`config.mk`:
```
export PLATFORM = sky130hd
export DESIGN_NAME = reg_file_scoreboard
export DESIGN_NICKNAME = d
export VERILOG_FILES = /design/src/rtl/reg_file_scoreboard_pkg.sv /design/src/rtl/reg_file_scoreboard_popcount_n.sv /design/src/rtl/reg_file_scoreboard.sv
export SDC_FILE = /design/constraint.sdc
export NUM_CORES = 2
export LEC_CHECK = 0
export BUFFER_PORTS_ARGS = -buffer_cell sky130_fd_sc_hd__buf_2
export CAP_MARGIN = 10
export CORE_MARGIN = 3
export CORE_UTILIZATION = 40
export DETAILED_ROUTE_END_ITERATION = 6
export PLACE_DENSITY = 0.66
export RECOVER_POWER = 100
export SETUP_SLACK_MARGIN = 0.3
export SLEW_MARGIN = 20
export SYNTH_ARGS = -nofsm -noshare
export SYNTH_HDL_FRONTEND = slang
export SYNTH_SLANG_ARGS = --single-unit
```
`constraint.sdc`:
```
create_clock -name clk -period 5.6 [get_ports clk]
set_clock_uncertainty 0.1 [all_clocks]
set_input_delay 0.28 -clock clk [delete_from_list [all_inputs] [get_ports clk]]
set_output_delay 0.28 -clock clk [all_outputs]
set_load 0.01 [all_outputs]
```
`src/rtl/reg_file_scoreboard_pkg.sv`:
```
// reg_file_scoreboard_pkg: shared defaults and constants for the register file scoreboard.
package reg_file_scoreboard_pkg;
  localparam int XLEN_DEF = 32;
  localparam int NREG_DEF = 32;
  localparam int NRP_DEF = 2;
  localparam int ZERO_REG = 0;
endpackage

```
`src/rtl/reg_file_scoreboard_popcount_n.sv`:
```
// popcount_n: combinational population count of a W-bit vector.
module popcount_n #(
  parameter int W = 32,
  parameter int CW = $clog2(W + 1)
) (
  input  logic [W-1:0]  in_i,
  output logic [CW-1:0] cnt_o
);
  always_comb begin
    cnt_o = '0;
    for (int i = 0; i < W; i++) cnt_o = cnt_o + CW'(in_i[i]);
  end
endmodule

```
`src/rtl/reg_file_scoreboard.sv`:
```
// reg_file_scoreboard: 2W/NRP-read register file with per-register pending (scoreboard) bits.
// Optional same-cycle write-to-read forwarding under macro REGFILE_BYPASS_EN.
module reg_file_scoreboard
  import reg_file_scoreboard_pkg::*;
#(
  parameter int XLEN = XLEN_DEF,
  parameter int NREG = NREG_DEF,
  parameter int NRP = NRP_DEF,
  localparam int AW = $clog2(NREG)
) (
  input  logic                clk,
  input  logic                rst,
  input  logic [NRP*AW-1:0]   rd_num,
  output logic [NRP*XLEN-1:0] rd_data,
  output logic [NRP-1:0]      rd_busy,
  input  logic                we0,
  input  logic [AW-1:0]       wnum0,
  input  logic [XLEN-1:0]     wdata0,
  input  logic                we1,
  input  logic [AW-1:0]       wnum1,
  input  logic [XLEN-1:0]     wdata1,
  input  logic                iss_valid,
  input  logic [AW-1:0]       iss_num,
  output logic                iss_ready,
  output logic [AW:0]         busy_cnt
);
  logic [XLEN-1:0] regs_q [NREG];
  logic [NREG-1:0] pending_q, pending_d;
  logic [AW:0] busy_cnt_q, cnt_d;
  logic iss_acc;
  assign iss_ready = (iss_num == AW'(ZERO_REG)) || !pending_q[iss_num];
  assign iss_acc = iss_valid && iss_ready;
  assign busy_cnt = busy_cnt_q;
  // Set after clears so a new producer overrides a same-cycle completion.
  always_comb begin
    pending_d = pending_q;
    if (we0) pending_d[wnum0] = 1'b0;
    if (we1) pending_d[wnum1] = 1'b0;
    if (iss_acc) pending_d[iss_num] = 1'b1;
    pending_d[ZERO_REG] = 1'b0;
  end
  popcount_n #(.W(NREG), .CW(AW + 1)) u_pop (.in_i(pending_d), .cnt_o(cnt_d));
  // Port 1 is written last so it wins a same-register collision.
  always_ff @(posedge clk or negedge rst) begin
    if (!rst) begin
      for (int i = 0; i < NREG; i++) regs_q[i] <= '0;
      pending_q <= '0;
      busy_cnt_q <= '0;
    end else begin
      if (we0 && wnum0 != AW'(ZERO_REG)) regs_q[wnum0] <= wdata0;
      if (we1 && wnum1 != AW'(ZERO_REG)) regs_q[wnum1] <= wdata1;
      pending_q <= pending_d;
      busy_cnt_q <= cnt_d;
    end
  end
  for (genvar k = 0; k < NRP; k++) begin : g_rd
    logic [AW-1:0] a;
    assign a = rd_num[k*AW +: AW];
`ifdef REGFILE_BYPASS_EN
    logic hit0, hit1;
    assign hit0 = rst && we0 && wnum0 == a && a != AW'(ZERO_REG);
    assign hit1 = rst && we1 && wnum1 == a && a != AW'(ZERO_REG);
    assign rd_data[k*XLEN +: XLEN] = hit1 ? wdata1 : hit0 ? wdata0 : regs_q[a];
    assign rd_busy[k] = (hit0 || hit1) ? (iss_acc && iss_num == a) : pending_q[a];
`else
    assign rd_data[k*XLEN +: XLEN] = regs_q[a];
    assign rd_busy[k] = pending_q[a];
`endif
  end
endmodule
```
# --- Yosys cells after proc, flatten, opt, wreduce, memory -nomap -nowiden ---
# Index checks and enable logic that the tools add are counted.
totals:
  register_bits: 1061
  in_bits: 94
  out_inout_bits: 73
  word_cells: 129
op_classes:
  add_sub_neg: 30
  n_lt_le_gt_ge: 14
  n_mux: 29
  bitwise_logic: 9
  reduce_logical: 13
op_table:
  columns: ["op", "count"]
  rows:
  - ["bitwise mux 1024 bit", 2]
  - ["2-to-1 mux 1024 bit", 2]
  - ["binary-select mux 32 bit (select 5 bit)", 2]
  - ["demux 32 bit (select 5 bit)", 2]
  - ["2-to-1 mux 32 bit", 9]
  - ["adder 6 x 1 -> 6 bit", 29]
  - ["bitwise AND 32 bit", 2]
  - ["NOT 32 bit", 2]
  - ["OR 32 bit", 1]
  - ["less-than comparator 5 x 6 -> 1 bit (second input constant)", 5]
  - ["greater-or-equal comparator 6 bit (second input constant)", 4]
  - ["NOT 5 -> 6 bit", 4]
  - ["binary-select mux 1 bit (select 5 bit)", 3]
  - ["demux 1 bit (select 5 bit)", 3]
  - ["greater-or-equal comparator 5 x 1 -> 1 bit (second input constant)", 3]
  - ["less-than comparator 6 x 1 -> 1 bit (second input constant)", 2]
  - ["nonzero test 5 bit", 2]
  - ["logical AND 1 bit", 8]
  - ["2-to-1 mux 1 bit", 6]
  - ["zero test 5 bit", 1]
  - ["adder 1 x 1 -> 2 bit", 1]
  - ["zero test 1 bit", 1]
  - ["logical OR 1 bit", 1]

# --- Depth between registers and ports, before layout ---
depth:
  word_depth: 41
  ltp_mapped: 26

# --- Hierarchy ---
# From an unflattened synthesis, not the netlist that was laid out.
hier_totals:
  hier_cells: 6758
  hier_area_um2: 66656.4
by_module_without_submodules:
  columns: ["module", "n_inst", "cells_per_inst", "area_per_inst_um2"]
  rows:
  - ["reg_file_scoreboard", 1, 6685, 65898.2]
  - ["popcount_n", 1, 73, 758.2]

# --- Worst setup path before layout ---
# Ideal clock, no wire load.
synth_timing:
  kind: "input port to flip-flop"
  from: "in iss_num[1]"
  to: "reg busy_cnt_q[4] (netlist: busy_cnt[4])"
  setup_time_ps: 80
  arrival_time_ps: 6183
  required_time_ps: 5420
  setup_slack_ps: -763
  cell_stages: 21
  cell_sequence: "clkbuf_1 > buf_2 > mux4_2 > a211o_1 > nor4b_4 > buf_6 > a32oi_1 > fa_1 > fa_1 > inv_1 > fa_1 > inv_1 > fa_1 > fa_1 > fa_1 > inv_1 > ha_1 > fa_1 > a21o_1 > a21oi_1 > xnor2_1"
synth_via:
  elab_chain_len: 36
synth_rtl:
  columns: ["item", "line_no", "rtl"]
  rows:
  - ["from (decl)", "reg_file_scoreboard.sv:23", "input logic [AW-1:0] iss_num,"]
  - ["less-than comparator 5 x 6 -> 1 bit (not written as such) (tied with other cells)", "reg_file_scoreboard.sv:39", "if (iss_acc) pending_d[iss_num] = 1'b1;"]
  - ["logical AND 1 bit (not written as such) / 2-to-1 mux 1 bit (equally long branches)", "reg_file_scoreboard.sv:39, reg_file_scoreboard.sv:31", null]
  - ["2-to-1 mux 1 bit (not written as such) / zero test 1 bit (equally long branches)", "reg_file_scoreboard.sv:39, reg_file_scoreboard.sv:31", null]
  - ["demux 1 bit (select 5 bit) / logical OR 1 bit (equally long branches)", "reg_file_scoreboard.sv:39, reg_file_scoreboard.sv:31", null]
  - ["OR 32 bit (no line) / logical AND 1 bit (equally long branches)", null, null]
  - ["2-to-1 mux 32 bit *", "reg_file_scoreboard.sv:39", null]
  - ["adder 1 x 1 -> 2 bit", "reg_file_scoreboard_popcount_n.sv:11", "for (int i = 0; i < W; i++) cnt_o = cnt_o + CW'(in_i[i]);"]
  - ["adder 6 x 1 -> 6 bit (28 in a row)", "reg_file_scoreboard_popcount_n.sv:11", null]
  - ["adder 6 x 1 -> 6 bit *", "reg_file_scoreboard_popcount_n.sv:11", null]
  - ["via cnt_d[4]", "reg_file_scoreboard.sv:29", "logic [AW:0] busy_cnt_q, cnt_d;"]
  - ["to (signal assigned)", "reg_file_scoreboard.sv:53", "busy_cnt_q <= cnt_d;"]
  - ["to (decl)", "reg_file_scoreboard.sv:29", null]
# Mark *: on every way through the listed nets, which the timed path passes. The rest lies on a longest branch. The select of a mux whose other input is x is not followed.

# --- Worst setup path after layout ---
layout_timing:
  from: "reg pending_q[12]"
  to: "reg busy_cnt_q[4] (netlist: busy_cnt[4])"
layout_via:
  elab_chain_len: 36
layout_rtl:
  columns: ["item", "line_no", "rtl"]
  rows:
  - ["from (decl)", "reg_file_scoreboard.sv:28", "logic [NREG-1:0] pending_q, pending_d;"]
  - ["from (signal assigned)", "reg_file_scoreboard.sv:52", "pending_q <= pending_d;"]
  - ["binary-select mux 1 bit (select 5 bit)", "reg_file_scoreboard.sv:31", "assign iss_ready = (iss_num == AW'(ZERO_REG)) || !pending_q[iss_num];"]
  - ["2-to-1 mux 1 bit (not written as such)", "reg_file_scoreboard.sv:31", null]
  - ["zero test 1 bit", "reg_file_scoreboard.sv:31", null]
  - ["logical OR 1 bit", "reg_file_scoreboard.sv:31", null]
  - ["logical AND 1 bit", "reg_file_scoreboard.sv:32", "assign iss_acc = iss_valid && iss_ready;"]
  - ["2-to-1 mux 32 bit *", "reg_file_scoreboard.sv:39", null]
  - ["adder 1 x 1 -> 2 bit", "reg_file_scoreboard_popcount_n.sv:11", null]
  - ["adder 6 x 1 -> 6 bit (28 in a row)", "reg_file_scoreboard_popcount_n.sv:11", null]
  - ["adder 6 x 1 -> 6 bit *", "reg_file_scoreboard_popcount_n.sv:11", null]
  - ["via cnt_d[4]", "reg_file_scoreboard.sv:29", null]
# Marks and branches as above.

==> metrics <==
status finished, violations left; violated checks design-rule violations, max-capacitance violations, max-slew violations, negative setup slack; vias in the first global route 53.6k; #FFs+latches synth 1061; PortBufs 166; capturing element type of the critical path flip-flop; CP max-delay cell fa_1; CP bufs+invs 4; RSZ-0062 raised after global routing yes; Synth Cell Area 65800 um^2; PwrDens 394 nW/um^2; worst skew pair latency 0.77 ns; share of post-route cells with drive strength above 1 21.8%; routability cong. 0.950; Avg Vias per Cell 6.88; worst slack, placed -0.882 ns; max cap viols 23; DRT antenna net count 0; post-layout util 45.3%; initial core utilization 40.3%; Cells after DPL 7900; Post-synth EDFFs 0; core footprint 163000 um^2; fin crit share 109%; worst r2r src pending_q[12]$_DFF_PN0_; row cnt 148; async set or reset register ratio after synthesis 100%; Syn-to-layout area delta 12.3%; pin count of the biggest net entering global routing 174; Mapped Nets 6154; clock transition at the registers of the reported paths 0.06 ns; worst rel slew slack -235%; GRT overflow 0; post-route worst setup slack -0.486 ns; drt first pass iters 7; Worst EP required 6.20 ns; crit path launch type flip-flop; CTS tree done; design area 73900 um^2; Comb power frac 34.2%; critical path's top delay family adder cells; Final Setup Violations 5; most frequent cell on the critical path fa_1; nets 6048; min Tclk post-route 6.09 ns; routed len/inst 35.2 um; die span in x 412 um; final hold viol count 0; Clock Path Buffers 3; post-CTS setup buffers 0; DRC 6; Worst EP arrival 6.69 ns; CP peak stage delay 0.56 ns; Leak Pwr 0.0341 uW; Avg Inst Size Synth 10.9 um^2; DRT iter0 DRCs 9509; Overall Power 29100 uW; floorplan die height 412 um; die area 169000 um^2; Seq/Total Area, Yosys 40.3%; cell count after synthesis 6028; hold_sp wdata0[17]; first-pass GRT wire length 405000 um; cts bufs inserted 113; Cell Area, Placed 69400 um^2; CP Class reg2reg; hold crit path type in2reg; Tightest Pin Transition 5.03 ns; Worst VDD drop 0.00173 V; critical path peak fanout 4; Vias 56.6k; Net Sw Frac 33.3%; Top FF cell, synth dfrtp_1; Max Clock Freq 0.164 GHz; GRT Util Overall 33.4%; Seq pwr share 38.5%; Post-Route WL 290000 um; Power Internal 19400 uW; Post-Layout Cell Count 8225; crit-path cells mux4_2 > a211o_1 > nor4b_4 > buf_4 > a32oi_2 > fa_1 > fa_1 > inv_2 > fa_1 > inv_2 > fa_1 > fa_2 > fa_1 > inv_2 > ha_4 > fa_2 > a21o_1 > a21oi_2 > xnor2_1; H-tree depth 3; clock share of power 27.2%; count of final max-slew check failures 1085; switching pwr 9710 uW; Yosys cell types 54; CP startpoint pending_q[12]$_DFF_PN0_; Sink Count 1061; Root Buffer clkbuf_16; initial antenna violation count 43; DP HPWL 163000 um; synth warn 0; Ports 167
## cells in the mapped netlist, types with 23 or more instances
cell	instances	area [um^2]
a21oi_1	486	2430
a221oi_1	58	508
a22oi_1	279	2090
a32o_1	23	230
a32oi_1	91	797
buf_1	38	143
buf_2	156	781
clkbuf_1	559	2100
dfrtp_1	1061	26600
fa_1	23	460
inv_1	40	150
mux2i_1	779	7800
mux4_2	595	13400
nand2_1	508	1910
nor2_1	664	2490
o21a_1	68	510
o21ai_0	451	2260
## layout by cell type (no fill, tap or decap), drive strengths merged, types with 3 or more instances in the layout
cell,netlist,final
bufinv,0,7
mux2,3,3
nand2b,3,3
a221oi,58,58
a21oi,486,486
o21a,68,68
ha,9,9
clkinvlp,0,4
clkinv,0,32
inv,40,44
and2,22,22
clkbuf,560,207
nand3,8,8
nor2b,8,8
a31oi,3,3
a22oi,279,279
and3,8,8
nand3b,6,6
fa,23,23
a32oi,91,91
mux4,598,598
dfrtp,1061,1061
o21ai,457,457
buf,207,417
or3b,8,8
nor2,667,667
and3b,7,7
a21o,7,7
or2,4,4
nand2,512,512
mux2i,779,779
dlygate4sd3,0,81
nor3,6,6
diode,0,36
a32o,24,24
## per-stage QoR
step	hold slack [ns]	setup TNS, ns
6_report	0.0413	-1.84
2_1_floorplan	-0.116	-1.57
3_5_place_dp	0.246	-4.10
3_3_place_gp	0.269	-4.27
5_1_grt	0.0452	-173.72
4_1_cts	0.00222	-2.02
## routing by layer
metal  GRT usage, %  share of wire [%]
met1           42.5                 35
met2           45.8                 41
met3           16.6                 17
met4           18.8                6.5
met5              0              0.093
## path summary, 6_finish.rpt
check / endpoint / slack (ns) / cells after the start
hold reg to reg: regs_q[1021]$_DFF_PN0_ / 0.30 / 0
max in group asynchronous: regs_q[57]$_DFF_PN0_ / 0.28 / 3
hold / removal: regs_q[497]$_DFF_PN0_ / 0.04 / 3
setup / recovery: busy_cnt[4]$_DFF_PN0_ / -0.49 / 19
min in group asynchronous: regs_q[968]$_DFF_PN0_ / 1.80 / 2
setup reg to reg: busy_cnt[4]$_DFF_PN0_ / -0.49 / 19
## power by group through the flow
stage / clock (uW) / combinational (uW) / sequential, uW
2_1_floorplan: 0 / 6880 / 10800
3_3_place_gp: 0 / 9460 / 11100
3_5_place_dp: 0 / 9610 / 11200
4_1_cts: 7950 / 9880 / 11100
5_1_grt: 8240 / 10800 / 11400
6_report: 7940 / 9970 / 11200
## flip-flops by register name, indices dropped and copies added, names as in the netlist
name and cells:
busy_cnt 6, regs_q 1024, pending_q 31
## final cells by class
class                   count  area (um^2)
inverters                  40          150
clock buffers             160         3300
multi-input cells        4160        36500
well taps                2175         2720
flip-flops and latches   1061        26600
clock inverters            47          519
fillers                 14797        89200
diodes                     36         90.1
repair buffers            546         4150
## worst register-to-register path: stages, from the launching register on
cell and delay, ns:
dfrtp_1 0.39, mux4_2 0.50, a211o_1 0.35, nor4b_4 0.24, buf_4 0.19, a32oi_2 0.07
fa_1 0.53, fa_1 0.52, inv_2 0.05, fa_1 0.53, inv_2 0.05, fa_1 0.56
fa_2 0.45, fa_1 0.53, inv_2 0.04, ha_4 0.15, fa_2 0.34, a21o_1 0.18
a21oi_2 0.13, xnor2_1 0.12
## cell families (layout without fill, tap and decap cells)
logic type	after synthesis	count (layout)	synth area share, %
other	0	36	0
and+or+nand+nor	1266	1266	7.70
AOI/OAI and AO/OA	1479	1479	13.7
buffers and inverters	807	793	5.01
muxes	1380	1380	32.4
xor gates and xnor gates	3	3	0.0399
DFF	1061	1061	40.3
adders and majority gates	32	32	0.871
## what timing repair did
action                                 4_1_cts  5_1_grt
gates cloned                                 0        0
resized for setup                           11        3
setup endpoints to repair                    6        6
hold buffers                                81        0
pin swaps                                    5        5
endpoints found under the hold margin     1022        0
Power figures use the tool's default switching activity.
